[config.mk]
export PLATFORM = sky130hd
export DESIGN_NAME = uart_sender
export DESIGN_NICKNAME = d
export VERILOG_FILES = /design/src/rtl/uart_pkg.sv /design/src/rtl/uart_baud_gen.sv /design/src/rtl/uart_sender.sv
export SDC_FILE = /design/constraint.sdc
export NUM_CORES = 1
export LEC_CHECK = 0
export ABC_AREA = 0
export CAP_MARGIN = 15
export CORE_ASPECT_RATIO = 0.7
export CORE_MARGIN = 5
export CORE_UTILIZATION = 50
export DETAILED_ROUTE_END_ITERATION = 16
export GPL_ROUTABILITY_DRIVEN = 0
export PLACE_DENSITY = 0.71
export SLEW_MARGIN = 20
export SYNTH_ARGS = -nofsm -noshare
export SYNTH_HDL_FRONTEND = slang
export SYNTH_SLANG_ARGS = --single-unit
[constraint.sdc]
create_clock -name clock -period 3.5 [get_ports clock]
set_input_delay 0.35 -clock clock [delete_from_list [all_inputs] [get_ports clock]]
set_output_delay 0.35 -clock clock [all_outputs]
set_load 0.05 [all_outputs]
[src/rtl/uart_pkg.sv]
// Shared UART definitions: FSM state codes, data width and bit-period divisor,
// common to the transmitter and the future receiver.
package uart_pkg;

   localparam int DATA_W = 8;

   localparam logic [2:0] ST_IDLE   = 3'd0;
   localparam logic [2:0] ST_START  = 3'd1;
   localparam logic [2:0] ST_DATA   = 3'd2;
   localparam logic [2:0] ST_PARITY = 3'd3;
   localparam logic [2:0] ST_STOP   = 3'd4;

   function automatic int uart_div(input int clk_hz, input int baud);
      return clk_hz / baud;
   endfunction

   function automatic logic even_parity(input logic [DATA_W-1:0] d);
      return ^d;
   endfunction

endpackage

[src/rtl/uart_baud_gen.sv]
// Bit-period counter: counts 0..DIV-1 while enabled and emits a one-cycle
// bit_tick on the last count of every bit period.
module uart_baud_gen
   import uart_pkg::*;
#(
   parameter int DIV = 434
) (
   input  logic clock,
   input  logic reset_n,
   input  logic clr_i,
   input  logic en_i,
   output logic bit_tick_o
);

   localparam int CNT_W = (DIV > 1) ? $clog2(DIV) : 1;
   localparam logic [CNT_W-1:0] LAST = CNT_W'(DIV - 1);

   logic [CNT_W-1:0] cnt_q, cnt_d;
   logic             wrap_s;

   assign wrap_s     = (cnt_q == LAST);
   assign bit_tick_o = en_i & wrap_s;

   // Next count: a fresh frame restarts the period from zero.
   always_comb begin
      cnt_d = cnt_q;
      if (clr_i) begin
         cnt_d = {CNT_W{1'b0}};
      end else if (en_i) begin
         if (wrap_s) begin
            cnt_d = {CNT_W{1'b0}};
         end else begin
            cnt_d = cnt_q + CNT_W'(1);
         end
      end else begin
         cnt_d = cnt_q;
      end
   end

   // Counter register.
   always_ff @(posedge clock) begin
      if (!reset_n) begin
         cnt_q <= {CNT_W{1'b0}};
      end else begin
         cnt_q <= cnt_d;
      end
   end

endmodule

[src/rtl/uart_sender.sv]
// UART transmitter: 8 data bits LSB first, one stop bit, line idles high.
// Define UART_TX_PARITY_EN to insert an even-parity bit between data and stop.
module uart_sender
   import uart_pkg::*;
#(
   parameter int bandRate   = 115200,
   parameter int clockSpeed = 50_000_000
) (
   input  logic       clock,
   input  logic       reset_n,
   input  logic [7:0] data_send,
   input  logic       data_send_trig,
   output logic       uart_tx,
   output logic       busy,
   output logic       send_done
);

   localparam int DIV = uart_div(clockSpeed, bandRate);

   logic [2:0]        state_q, state_d;
   logic [DATA_W-1:0] shift_q, shift_d;
   logic [2:0]        idx_q, idx_d;
   logic              tx_q, tx_d;
   logic              busy_q, busy_d;
   logic              done_q, done_d;
   logic              accept_s;
   logic              bit_tick_s;
`ifdef UART_TX_PARITY_EN
   logic              parity_q, parity_d;
`endif

   assign accept_s = (state_q == ST_IDLE) & data_send_trig;

   uart_baud_gen #(
      .DIV (DIV)
   ) u_baud (
      .clock      (clock),
      .reset_n    (reset_n),
      .clr_i      (accept_s),
      .en_i       (busy_q),
      .bit_tick_o (bit_tick_s)
   );

   // Frame sequencing; tx_d is the line level for the cycle after the edge.
   always_comb begin
      state_d = state_q;
      shift_d = shift_q;
      idx_d   = idx_q;
      tx_d    = tx_q;
      busy_d  = busy_q;
      done_d  = 1'b0;
`ifdef UART_TX_PARITY_EN
      parity_d = parity_q;
`endif
      case (state_q)
         ST_IDLE: begin
            tx_d   = 1'b1;
            busy_d = 1'b0;
            if (data_send_trig) begin
               state_d = ST_START;
               shift_d = data_send;
               idx_d   = 3'd0;
               tx_d    = 1'b0;
               busy_d  = 1'b1;
`ifdef UART_TX_PARITY_EN
               parity_d = even_parity(data_send);
`endif
            end else begin
               state_d = ST_IDLE;
            end
         end
         ST_START: begin
            if (bit_tick_s) begin
               state_d = ST_DATA;
               tx_d    = shift_q[0];
               shift_d = {1'b0, shift_q[DATA_W-1:1]};
               idx_d   = 3'd0;
            end else begin
               state_d = ST_START;
            end
         end
         ST_DATA: begin
            if (bit_tick_s) begin
               idx_d = idx_q + 3'd1;
               if (idx_q == 3'd7) begin
`ifdef UART_TX_PARITY_EN
                  state_d = ST_PARITY;
                  tx_d    = parity_q;
`else
                  state_d = ST_STOP;
                  tx_d    = 1'b1;
`endif
               end else begin
                  state_d = ST_DATA;
                  tx_d    = shift_q[0];
                  shift_d = {1'b0, shift_q[DATA_W-1:1]};
               end
            end else begin
               state_d = ST_DATA;
            end
         end
`ifdef UART_TX_PARITY_EN
         ST_PARITY: begin
            if (bit_tick_s) begin
               state_d = ST_STOP;
               tx_d    = 1'b1;
            end else begin
               state_d = ST_PARITY;
            end
         end
`endif
         ST_STOP: begin
            if (bit_tick_s) begin
               state_d = ST_IDLE;
               tx_d    = 1'b1;
               busy_d  = 1'b0;
               done_d  = 1'b1;
            end else begin
               state_d = ST_STOP;
            end
         end
         default: begin
            state_d = ST_IDLE;
            tx_d    = 1'b1;
            busy_d  = 1'b0;
         end
      endcase
   end

   // State and output registers; reset parks the line high immediately.
   always_ff @(posedge clock) begin
      if (!reset_n) begin
         state_q <= ST_IDLE;
         shift_q <= {DATA_W{1'b0}};
         idx_q   <= 3'd0;
         tx_q    <= 1'b1;
         busy_q  <= 1'b0;
         done_q  <= 1'b0;
`ifdef UART_TX_PARITY_EN
         parity_q <= 1'b0;
`endif
      end else begin
         state_q <= state_d;
         shift_q <= shift_d;
         idx_q   <= idx_d;
         tx_q    <= tx_d;
         busy_q  <= busy_d;
         done_q  <= done_d;
`ifdef UART_TX_PARITY_EN
         parity_q <= parity_d;
`endif
      end
   end

   assign uart_tx   = tx_q;
   assign busy      = busy_q;
   assign send_done = done_q;

endmodule

# --- After elaboration in Yosys (flattened, before gate mapping) ---
# Index checks and enable logic that the tools add are counted.
word_totals:
  elab_cells: 58
  out_inout_bits: 3
  input_bits: 11
  reg_bits: 26
op_classes:
  n_eq_ne: 10
  bitwise_logic: 4
  reduce_logical: 9
  add_sub_neg: 2
  muxes: 26
ops:
  columns: ["operator", "n"]
  rows:
  - ["$mux 8", 4]
  - ["$pmux 8 s3", 1]
  - ["$mux 3", 6]
  - ["$pmux 3 s4", 1]
  - ["$ne 2x2->1 const B", 5]
  - ["$add 9x1->9 const B", 1]
  - ["$eq 9x9->1 const B", 1]
  - ["$mux 1", 9]
  - ["$mux 9", 1]
  - ["$pmux 3 s3", 1]
  - ["$eq 3x3->1 const B", 2]
  - ["$reduce_and 5->1", 1]
  - ["$pmux 1 s4", 1]
  - ["$reduce_and 2->1", 2]
  - ["$reduce_and 4->1", 1]
  - ["$reduce_or 2->1", 2]
  - ["$add 3x1->3 const B", 1]
  - ["$eq 3x1->1 const B", 1]
  - ["$eq 3x2->1 const B", 1]
  - ["$logic_not 3->1", 1]
  - ["$pmux 1 s3", 1]
  - ["$reduce_and 3->1", 1]
  - ["$reduce_bool 3->1", 1]
  - ["$and 1x1->1", 2]
  - ["2 further kinds", 3]

# --- Longest topological paths before layout ---
logic_depth:
  ltp_word: 4
  depth_mapped: 7
  mapped_depth_nobuf: 6

# --- Hierarchy ---
# A second synthesis with hierarchy kept.
unflattened:
  hier_cells: 149
  hier_area_um2: 1380.1
by_module_without_submodules:
  columns: ["mod", "cells_each", "n_inst", "seq_area_each_um2", "area_per_inst_um2"]
  rows:
  - ["uart_sender", 96, 1, 340.3, 910.9]
  - ["uart_baud_gen", 53, 1, 180.2, 469.2]

# --- Worst setup path before layout ---
# No wires, ideal clock.
synth_timing:
  path_type: "reg-to-reg"
  start: "register busy_q, in the netlist busy"
  end: "register shift_q[0]"
  setup_time_ps: 72
  stages_incl_launch_ff: 7
  path_slack_ps: 1720
  arrival_ps: 1709
  cell_sequence: "dfxtp_1 > buf_6 > and2_4 > and3_4 > buf_6 > o31ai_4 > mux2i_1"
synth_between:
  elab_chain_len: 3
  elab_cells_between_ends: 4
synth_lines:
  columns: ["element", "line_no", "rtl"]
  rows:
  - ["start: declaration", "uart_sender.sv:24", "logic busy_q, busy_d;"]
  - ["start signal: assignment", "uart_sender.sv:147", "busy_q <= busy_d;"]
  - ["$and 1x1->1 *", "uart_baud_gen.sv:22", "assign bit_tick_o = en_i & wrap_s;"]
  - ["$ne 2x2->1 (no line)", null, null]
  - ["$reduce_and 5->1 (no line) *", null, null]
  - ["end signal: assignment", "uart_sender.sv:134", "shift_q <= {DATA_W{1'b0}};"]
  - ["end signal: assignment", "uart_sender.sv:144", "shift_q <= shift_d;"]
  - ["end: declaration", "uart_sender.sv:21", "logic [DATA_W-1:0] shift_q, shift_d;"]
# Mark *: on every way between the ends. The rest lies on a longest branch, timed or not.
# A chain may end at the register's enable or synchronous reset.

# --- Worst setup path in the final report ---
layout_timing:
  start: "register state_q[0]"
  end: "register idx_q[2]"
layout_between:
  elab_chain_len: 3
  elab_cells_between_ends: 9
layout_lines:
  columns: ["element", "line_no", "rtl"]
  rows:
  - ["start: declaration", "uart_sender.sv:20", "logic [2:0] state_q, state_d;"]
  - ["start signal: assignment", "uart_sender.sv:143", "state_q <= state_d;"]
  - ["$eq 3x1->1 (tied with other cells)", "uart_sender.sv:55", "case (state_q)"]
  - ["$ne 2x2->1 (no line) / $reduce_bool 3->1 (equally long branches)", null, null]
  - ["$reduce_and 4->1 (no line)", null, null]
  - ["end signal: assignment", "uart_sender.sv:145", "idx_q <= idx_d;"]
  - ["end: declaration", "uart_sender.sv:22", "logic [2:0] idx_q, idx_d;"]
# Parallel ways exist; a longest one is shown, timed or not.

==> run metrics <==
outcome complete, no violations; Clock Tree Buf Depth 2; PwrDens 369 nW/um^2; most frequent cells in the layout 26 x dfxtp_1, 20 x nand2_1, 13 x nor2_1, 13 x clkdlybuf4s50_1, 11 x o21ai_0; Hold WS around 460 ps; Synth area leaders dfxtp_1 35%, mux2i_1 6.7%, nand2_1 5.1%, nor3b_1 4.0%, o21a_1 4.0%; commonest non-fill, non-tap cell in the layout dfxtp_1; Place WS between 1000 and 1500 ps; final net count 190; DR vias/cell 5.46; Max Fclk 470 MHz; Critical Setup Path Class reg2reg; Mapped Cells 168; unrepaired setup endpoints after global routing no; Seq/Total Area, Yosys 35.1%; Avg Inst Size Synth 8.83 sq um; final setup margin 1370 ps; first-pass GRT wire length 5240 microns; area occupied by multi-input gates 888 sq um; Worst Max-Slew Pin Slew 1090 ps; leak pwr 0.594 nW; # rows 16; CTS tree done; WL/cell 14.2 microns; Post-synth top flop dfxtp_1; H-tree depth 1; Clock Sinks 26; Hold Buf Count CTS 0; crit start category register; placed cell count 206; Worst EP arrival 2330 ps; core region area 2820 sq um; Ports 14; Yosys cell types 45; WP data required 3700 ps; Syn Nets ~180; Finished Layout Cells 210; period utilization 60.7%; Antenna Nets Post-Route 0; die area 4170 sq um; Yosys reg bits 26; First DRT Iteration DRCs 76; Final min period approximately 2100 ps; Hold Path Class reg2reg; Syn-to-layout area delta 11.7%; clk_lat worst skew 270 ps; Num CTS Buffers 3; slew margin rel. 27.4%; starting density of the core a little over half; number of max-cap violations 0; diodes inserted 0; fill count 255; vias in the first global route 1138; Async SR Flop Fraction 0%; Die W 75.1 microns; Die Y 55.6 microns; DRT Wirelength 2990 microns; largest net degree at the start of global routing 31; Yosys top cell by area dfxtp_1; # DRC 0; Slew Viols, Final 0; postcts setup bufs 0; Synth Warn # 0; Pwr Total just over 600 uW; synthesized cell area 1480 sq um; initial antenna violation count 0; Post-CTS Resized 0; Clock Skews between 5 and 6 ps; IO Port Bufs 13; clk root buf clkbuf_8; Seq. cell area roughly 520 sq um; CP max-delay cell xnor2_2; Max FO, Critical Path 19; share of cells above drive strength 1 between 7 and 8%; Yosys top cell area share 35.1%; setup_tns 0 ps; Setup-failing EPs final 0; Crit. End Element register; HPWL Detailed 2150 microns; Peak VDD IR 0.198 mV; slowest stage delay, CP between 700 and 800 ps; Tot GR Track Use 15.8%; Final Hold Vio Count 0; aggregate global routing overflow 0; clock-pin slew on the worst setup and hold paths ~90 ps; Via Count between 1000 and 1500; drt pass-1 iters 4; CP cell instances xnor2_2 > nor2_1 > a21oi_2 > mux2i_1; EDFF count, synth 0
[sequential cells by signal, summed over array words and instances (netlist names)]
name,cells
busy,1
uart_tx,1
send_done,1
idx_q,3
shift_q,8
u_baud.cnt_q,9
state_q,3
[synth_stat cells (2+ instances only)]
cell,n
clkbuf_1,7
nor3b_1,8
nand2b_1,5
ha_1,4
dfxtp_1,26
o21a_1,8
and3b_1,2
buf_6,2
xnor2_1,4
a31oi_1,3
xor2_1,3
mux2i_1,10
nor2_1,13
a21o_1,2
a21oi_1,4
nand3_1,3
buf_2,3
o21ai_0,11
nand4_1,2
a211oi_1,2
inv_1,3
nand2_1,20
[area by class of cell]
cell class / instances / share of cell area, %
timing repair buffer: 14 / 8.30
clock buffer: 4 / 3.32
inverter: 3 / 0.679
tap: 36 / 2.72
sequential: 26 / 31.4
multi-input combinational: 127 / 53.6
[metrics by stage]
step,instance area (sq um),util (%)
3_3_place_gp,1600,56.8
2_1_floorplan,1480,-
6_report,1660,58.7
4_1_cts,1660,58.7
5_1_grt,1660,58.7
3_5_place_dp,1600,56.8
[final timing paths]
kind / slack [ps] / cells after the start / startpoint / end
max: 1370 / 4 / state_q[0]$_SDFF_PN0_ / idx_q[2]$_SDFFE_PN0P_
min: 460 / 2 / shift_q[0]$_SDFFE_PN0P_ / shift_q[0]$_SDFFE_PN0P_
max reg2reg: 1370 / 4 / state_q[0]$_SDFF_PN0_ / idx_q[2]$_SDFFE_PN0P_
min reg2reg: 460 / 2 / shift_q[0]$_SDFFE_PN0P_ / shift_q[0]$_SDFFE_PN0P_
[cells by family (layout without fill, tap and decap cells)]
logic type,Yosys count,after routing,synth area share (%)
compound gates,41,41,20.1
flops,26,26,35.1
mux,10,10,6.75
fa+ha+maj,4,4,3.37
xor+xnor,8,8,5.23
buf+inv,15,21,5.06
simple gates,64,64,24.5
[layer usage]
| layer | wire length, microns | global-route usage, % | vias to the layer above |
|---|---|---|---|
| li1 | - | - | 603 |
| met5 | 0 | 0 | - |
| met1 | 1610 | 23.9 | 515 |
| met2 | 1200 | 21.6 | 24 |
| met4 | 27 | 3.55 | 0 |
| met3 | 147 | 4.69 | 5 |
[critical path, delay by kind of cell, from the launching register on]
kind | cells | cell delay, ps
XOR/XNOR | 1 | 740
multiplexers | 1 | 230
flip-flops | 1 | 520
AO/OA/AOI/OAI | 1 | 350
AND/OR/NAND/NOR | 1 | 210
[power by group]
part	total (mW)	internal [mW]	switching (mW)	leakage, nW
Clock	0.198	0.101	0.0973	0.0288
Sequential	0.322	0.308	0.0134	0.212
Combinational	0.0918	0.0468	0.0451	0.353
Total	0.611	0.456	0.156	0.594
No activity file was read; power rests on OpenSTA's default activity.
